[src/rtl/fsm_seq_monitor.sv]
// Multi-channel Mealy sequence monitor: CH copies of the S0-S3 table gated by a shared window counter.
// Optional build macro FSM_BAL_SAT_EN makes the per-channel balance counters saturate instead of wrap.
module fsm_seq_monitor #(
    parameter int CH  = 2,
    parameter int CW  = 4,
    parameter int WIN = 10,
    parameter int BW  = 4
) (
    input  logic               clk,
    input  logic               reset,
    input  logic               en,
    input  logic [CH-1:0]      in,
    output logic [CH-1:0]      out,
    output logic [2*CH-1:0]    state_o,
    output logic [CH*BW-1:0]   bal_o,
    output logic [CW-1:0]      cnt_o,
    output logic               frozen
);

    typedef enum logic [1:0] {
        S0 = 2'b00,
        S1 = 2'b01,
        S2 = 2'b10,
        S3 = 2'b11
    } state_e;

    state_e          state_q   [CH];
    state_e          state_d   [CH];
    state_e          nxt_state [CH];
    logic [BW-1:0]   bal_q     [CH];
    logic [BW-1:0]   bal_d     [CH];
    logic [CW-1:0]   cnt_q;
    logic [CW-1:0]   cnt_d;

    // NOTE: every register, including the small per-channel arrays, is reset so the outputs are defined at once.
    always_ff @(posedge clk or posedge reset) begin
        if (reset) begin
            cnt_q <= '0;
            for (int c = 0; c < CH; c++) begin
                state_q[c] <= S0;
                bal_q[c]   <= '0;
            end
        end else begin
            // NOTE: non-blocking assignments keep every register sampling the pre-edge values.
            cnt_q <= cnt_d;
            for (int c = 0; c < CH; c++) begin
                state_q[c] <= state_d[c];
                bal_q[c]   <= bal_d[c];
            end
        end
    end

    always_comb begin
        // NOTE: defaults first so no path through the case leaves a signal unassigned (no latches).
        frozen = (cnt_q >= CW'(WIN));
        cnt_d  = en ? cnt_q + CW'(1) : cnt_q;
        out    = '1;
        for (int c = 0; c < CH; c++) begin
            nxt_state[c] = state_q[c];
            state_d[c]   = state_q[c];
            bal_d[c]     = bal_q[c];

            unique case (state_q[c])
                S0: begin nxt_state[c] = in[c] ? S3 : S1; out[c] = 1'b1;  end
                S1: begin nxt_state[c] = in[c] ? S2 : S0; out[c] = 1'b1;  end
                S2: begin nxt_state[c] = in[c] ? S0 : S3; out[c] = in[c]; end
                S3: begin nxt_state[c] = in[c] ? S1 : S3; out[c] = 1'b0;  end
                default: begin nxt_state[c] = S0; out[c] = 1'b1; end
            endcase

            if (en) begin
                if (!frozen) begin
                    state_d[c] = nxt_state[c];
                end
`ifdef FSM_BAL_SAT_EN
                if (out[c]) begin
                    bal_d[c] = (bal_q[c] == '1) ? bal_q[c] : bal_q[c] + BW'(1);
                end else begin
                    bal_d[c] = (bal_q[c] == '0) ? bal_q[c] : bal_q[c] - BW'(1);
                end
`else
                // Balance tracks the Mealy output even while the window is frozen.
                bal_d[c] = out[c] ? bal_q[c] + BW'(1) : bal_q[c] - BW'(1);
`endif
            end
        end
    end

    always_comb begin
        state_o = '0;
        bal_o   = '0;
        for (int c = 0; c < CH; c++) begin
            state_o[2*c +: 2] = state_q[c];
            bal_o[BW*c +: BW] = bal_q[c];
        end
    end

    assign cnt_o = cnt_q;

endmodule

[config.mk]
export PLATFORM = sky130hd
export DESIGN_NAME = fsm_seq_monitor
export DESIGN_NICKNAME = d
export VERILOG_FILES = /design/src/rtl/fsm_seq_monitor.sv
export SDC_FILE = /design/constraint.sdc
export NUM_CORES = 1
export LEC_CHECK = 0
export CORE_UTILIZATION = 41
export CTS_CLUSTER_DIAMETER = 50
export CTS_CLUSTER_SIZE = 20
export DETAILED_ROUTE_END_ITERATION = 10
export GPL_ROUTABILITY_DRIVEN = 0
export HOLD_SLACK_MARGIN = 0.15
export PLACE_DENSITY = 0.68
export SKIP_LAST_GASP = 1
export SLEW_MARGIN = 40
export SYNTH_ARGS = -nofsm -noshare
export SYNTH_HDL_FRONTEND = slang
export SYNTH_SLANG_ARGS = --single-unit
[constraint.sdc]
create_clock -name clk -period 3.2 [get_ports clk]
set_input_delay 0.96 -clock clk [delete_from_list [all_inputs] [get_ports clk]]
set_output_delay 0.96 -clock clk [all_outputs]
set_load 0.05 [all_outputs]
==> results of run 1 <==
## through the flow
stage | area, um2 | utilization [%] | worst slack [ns] | std cells | hold slack (ns)
after floorplan | 808.3 | - | 0.6018 | 69 | 0.7793
after global placement | 1095 | 61.40 | 0.3864 | 117 | 0.4556
after detailed placement | 1095 | 61.40 | 0.3556 | 117 | 0.4591
after CTS | 1131 | 63.44 | 0.1614 | 121 | 0.4747
after global routing | 1131 | 63.44 | 0.08407 | 121 | 0.4900
final | 1131 | 63.44 | 0.1913 | 121 | 0.4730
## area by class of cell
type                       count  area share, %
timing repair buffer          26          24.12
inverter                       5          1.659
multi-input combinational     45          32.85
tap                           25          2.765
sequential                    16          35.40
clock buffer                   4          3.208
## metal layers
layer	track usage (%)	vias to the layer above
met5	0	-
met2	23.89	13
li1	-	289
met1	22.30	287
met4	10.59	0
met3	2.745	2
## state kept, by name, summed over array words and instances, names as in the netlist
name,cells
bal_o,8
state_o,4
cnt_o,4
## worst paths after layout
kind                                  from       end  slack (ns)
worst max-delay path              cnt_o[0]    frozen        0.19
worst min-delay path              bal_o[7]  bal_o[7]        0.47
worst max register to register  state_o[0]  bal_o[2]        1.40
worst min register to register    bal_o[7]  bal_o[7]        0.47
max in group asynchronous            reset  cnt_o[3]        1.78
min in group asynchronous            reset  bal_o[7]        1.03
## cells by family after synthesis
family,Yosys count,synth area share (%)
flops,16,49.54
compound gates,8,7.429
buf+inv,8,4.490
mux,6,7.740
xor+xnor,13,14.09
fa+ha+maj,4,6.192
simple gates,14,10.53
## cell usage after synthesis
| master | number | share of area, % |
|---|---|---|
| or4b_1 | 2 | 2.5 |
| buf_4 | 1 | 0.93 |
| xor2_1 | 7 | 7.6 |
| dfrtp_1 | 16 | 50 |
| ha_1 | 4 | 6.2 |
| buf_2 | 2 | 1.2 |
| inv_1 | 5 | 2.3 |
| or3b_1 | 2 | 2.2 |
| nand2_1 | 5 | 2.3 |
| nand4_1 | 3 | 2.3 |
| a21oi_1 | 1 | 0.62 |
| o211ai_1 | 2 | 1.9 |
| mux2_2 | 2 | 2.8 |
| xnor2_1 | 6 | 6.5 |
| nor2_1 | 1 | 0.46 |
| and2_1 | 1 | 0.77 |
| o21a_1 | 2 | 1.9 |
| mux2i_1 | 4 | 5.0 |
| o21ai_2 | 2 | 2.2 |
| o31ai_1 | 1 | 0.93 |
## critical path, delay by kind of cell, from the launching register on
family                     cells  cell delay, ns
adders and majority gates      1            0.19
DFF                            1            0.44
AOI/OAI and AO/OA              1            0.29
buffers and inverters          3            0.85
==> qor.csv, run 1 <==
stage;metric;value;unit
critical_path;path_cells;inv_1 > ha_1 > o31ai_1 > inv_1 > clkdlybuf4s50_1;
global_routing;grt_pass1_vias;543;
finish;final_cell_mix;21 x clkdlybuf4s50_1, 16 x dfrtp_1, 7 x xor2_1, 6 x xnor2_1;
critical_path;cp_slowest_stage_delay;0.71;ns
finish;fillers;163;
global_routing;grt_max_degree;17;
clocking;cts_resized;0;
floorplan;initial_utilization;45.33;%
sta;period_share;94.02;%
finish;regArea;400.4;um2
hold_path;holdPathStages;1;
placed_design;place_hpwl;1011;um
sta;hold_viol;0;
clocking;clkSlewWorstSetupHoldPaths;0.10;ns
finish;syn2layout_area_growth;39.94;%
status;status;finished, final reports clean;
drt;drt-total-wl;1423;um
drt;ant_nets;0;
yosys;netlist_area;808.3;um2
yosys;ys_seq_elements;16;
floorplan;ioPinCount;24;
sta;max_slew_margin;59.90;%
clocking;root_buffer;clkbuf_4;
clocking;cts_tree;yes;
drt;viasPerCell;4.884;
finish;final_common_cell;clkdlybuf4s50_1;
clocking;cts.htree.levels;1;
clocking;clock_sinks;16;
placed_design;numPortBuffers;23;
clocking;cts.hold.buffers_added;0;
drt;dr_wl_met2;661;um
floorplan;die_h;46.40;um
drt;firstDrtPassIters;4;
global_routing;overflow;0;
critical_path;reg2regPathDepth;7;
sta;rsz0062_at_grt;false;
finish;multi_input_area;371.6;um2
yosys;netlist-cell-type-count;20;
critical_path;start_kind;register;
finish;layout-drive-gt1-share;13.54;%
finish;num_antenna_cells;0;
critical_path;end_kind;output pin;
yosys;synth_nets;78;
sta;worstMarginPinSlew;0.6008;ns
drt;routed.top_layer;met4;
sta;skew;0.001915;ns
sta;finalCriticalPeriod;3.009;ns
critical_path;critPathMostFrequentCell;inv_1;
drt;wl_met1;683;um
clocking;cts_buffers;3;
drt;drc;0;
clocking;clk_path_buf_depth;2;
global_routing;antenna_found_initial;0;
sta;slew_violations;0;
flow_run;drv_cap;0;
floorplan;die_w;46.40;um
drt;met3WireLength;67;um
sta;max_freq;332.4;MHz
critical_path;worst-path-max-fanout;5;
floorplan;core_area;0.001783;mm2
yosys;netlist_instances;69;
clocking;clkLatencyLatePin;0.29;ns
yosys;syn_area_per_cell;11.71;um2
floorplan;dieArea;0.002153;mm2
sta;finalSetupTns;0;ns
critical_path;cp.arrival;2.05;ns
finish;final_nets;106;
critical_path;critPathRequiredTime;2.24;ns
critical_path;crit_slowest_cell;clkdlybuf4s50_1;
drt;wl_per_cell;11.76;um
drt;via_count;591;
drt;first_iter_violations;3;
global_routing;grt_pass1_wl;2456;um
floorplan;core.rowCount;15;
critical_path;crit_type;reg2out;
yosys;yosys_warnings;0;
yosys;synth_seq_area_share;49.54;%
hold_path;hp-class;reg2reg;
clocking;postCtsSetupRepairBufs;0;
global_routing;grt_usage;16.45;%
sta;setup_violations;0;
Power of run 1 is left out: the tool's default activity adds up to more than one toggle a clock period on the data nets, which glitch-free logic cannot reach.
==> inputs of run 2 (changes only) <==
--- a/config.mk
+++ b/config.mk
@@ -5,13 +5,13 @@
 export SDC_FILE = /design/constraint.sdc
 export NUM_CORES = 1
 export LEC_CHECK = 0
-export CORE_UTILIZATION = 41
+export CORE_UTILIZATION = 36
 export CTS_CLUSTER_DIAMETER = 50
 export CTS_CLUSTER_SIZE = 20
 export DETAILED_ROUTE_END_ITERATION = 10
 export GPL_ROUTABILITY_DRIVEN = 0
 export HOLD_SLACK_MARGIN = 0.15
-export PLACE_DENSITY = 0.68
+export PLACE_DENSITY = 0.75
 export SKIP_LAST_GASP = 1
 export SLEW_MARGIN = 40
 export SYNTH_ARGS = -nofsm -noshare
==> run 2 against run 1 <==
Sequential share of layout area increased by 0.60 points. Via count decreased by 2.0%. Register-to-register slack got worse by 0.02 ns. Critical path depth unchanged.
==> qor.csv, run 2 (synthesis gave the netlist of run 1 again) <==
stage;metric;value;unit;change
status;status;finished, final reports clean;;
floorplan;ioPinCount;24;;unchanged
clocking;clkLatencyLatePin;0.28;ns;about the same
clocking;cts_buffers;3;;unchanged
clocking;clock_sinks;16;;unchanged
global_routing;grt_pass1_vias;601;;+11%
critical_path;crit_type;reg2out;;
critical_path;cp_slowest_stage_delay;0.70;ns;about the same
critical_path;critPathRequiredTime;2.24;ns;about the same
finish;fillers;205;;+26%
sta;hold_viol;0;;unchanged
placed_design;place_hpwl;1074;um;+6.3%
finish;regArea;400.4;um2;unchanged
critical_path;cp.arrival;2.02;ns;-0.03 ns
finish;largest_reg_flops;8;;unchanged
critical_path;path_cells;inv_1 > ha_1 > o31ai_1 > inv_1 > clkdlybuf4s50_1;;
drt;viasPerCell;4.785;;-2.0%
critical_path;crit_buf_inv;3;;unchanged
sta;worst_slack;0.2197;ns;+0.02837 ns
global_routing;overflow;0;;unchanged
global_routing;grt_usage;14.30;%;-2.2 points
clocking;cts.htree.levels;1;;unchanged
placed_design;dpl_worst_slack;0.2581;ns;-0.09749 ns
drt;wl_per_cell;11.77;um;about the same
clocking;cts_tree;yes;;
clocking;clk_path_buf_depth;2;;unchanged
sta;finalCriticalPeriod;2.980;ns;-0.02838 ns
floorplan;die_w;49.39;um;+6.4%
finish;final_core_util;54.47;%;-9.0 points
drt;firstDrtPassIters;4;;unchanged
finish;multi_input_area;371.6;um2;unchanged
clocking;cts_resized;0;;unchanged
sta;slew_violations;0;;unchanged
clocking;clkSlewWorstSetupHoldPaths;0.08;ns;-0.02 ns
floorplan;dieArea;0.002439;mm2;+13%
critical_path;critPathMostFrequentCell;inv_1;;
sta;finalSetupTns;0;ns;unchanged
floorplan;die_h;49.39;um;+6.4%
finish;num_antenna_cells;0;;unchanged
floorplan;core.rowCount;16;;+1
finish;layout-drive-gt1-share;11.70;%;-1.8 points
clocking;postCtsSetupRepairBufs;0;;unchanged
critical_path;start_kind;register;;
sta;skew;0.003262;ns;+0.001347 ns
sta;rsz0062_at_grt;false;;
critical_path;worst-path-max-fanout;5;;unchanged
floorplan;initial_utilization;39.58;%;-5.7 points
global_routing;grt_pass1_wl;2656;um;+8.1%
drt;first_iter_violations;3;;unchanged
sta;setup_violations;0;;unchanged
finish;final_nets;105;;-0.94%
drt;via_count;579;;-2.0%
finish;final_cell_mix;21 x clkdlybuf4s50_1, 16 x dfrtp_1, 7 x xor2_1, 6 x xnor2_1;;
critical_path;end_kind;output pin;;
global_routing;grt_max_degree;17;;unchanged
sta;period_share;93.13;%;-0.89 points
critical_path;crit_family;buffers and inverters;;
finish;syn2layout_area_growth;37.62;%;
drt;drt-total-wl;1424;um;about the same
hold_path;hp-class;reg2reg;;
placed_design;numPortBuffers;23;;unchanged
floorplan;core_area;0.002042;mm2;+15%
clocking;root_buffer;clkbuf_4;;
global_routing;antenna_found_initial;0;;unchanged
drt;drc;0;;unchanged
sta;max_slew_margin;61.22;%;+1.3 points
sta;max_freq;335.5;MHz;+0.95%
flow_run;drv_cap;0;;unchanged
finish;final_common_cell;clkdlybuf4s50_1;;
clocking;cts.hold.buffers_added;0;;unchanged
drt;ant_nets;0;;unchanged
sta;worstMarginPinSlew;0.5811;ns;-0.01971 ns
critical_path;crit_slowest_cell;clkdlybuf4s50_1;;
## run 2: cell types whose count changed in the layout (fill, tap and decap cells not counted), sizes merged
| cell | delta |
|---|---|
| clkbuf | -1 |
| buf | -1 |
## run 2: routing by layer
layer  track usage (%)  part of all wire, %  vias to the layer above
met5                 0                    0                        -
met4             4.286                  1.4                        0
met3             6.231                  6.4                        5
met2             23.06                   47                       17
met1             17.12                   45                      270
li1                  -                    -                      287
## run 2: worst paths after layout
kind	slack [ns]	cells after the start	from	to
setup / recovery	0.22	5	cnt_o[0]	frozen
hold / removal	0.47	1	bal_o[3]	bal_o[3]
setup reg to reg	1.38	6	state_o[2]	bal_o[6]
hold reg to reg	0.47	1	bal_o[3]	bal_o[3]
max in group asynchronous	1.79	2	reset	bal_o[0]
min in group asynchronous	1.03	2	reset	state_o[1]
## run 2: stage by stage
step	hold WS [ns]	cells	cell area, um2
2_1_floorplan	0.7793	69	808.3
3_3_place_gp	0.4552	118	1090
3_5_place_dp	0.4657	118	1090
4_1_cts	0.4805	121	1112
5_1_grt	0.4918	121	1112
6_report	0.4748	121	1112
## run 2: final cells by class
| type | instances | share of cell area, % |
|---|---|---|
| Tap cell | 27 | 3.037 |
| Inverter | 5 | 1.687 |
| Timing Repair Buffer | 25 | 23.85 |
| Multi-Input combinational cell | 45 | 33.41 |
| Clock buffer | 3 | 2.025 |
| Sequential cell | 16 | 36.00 |
Power of run 2 is left out for the same reason.
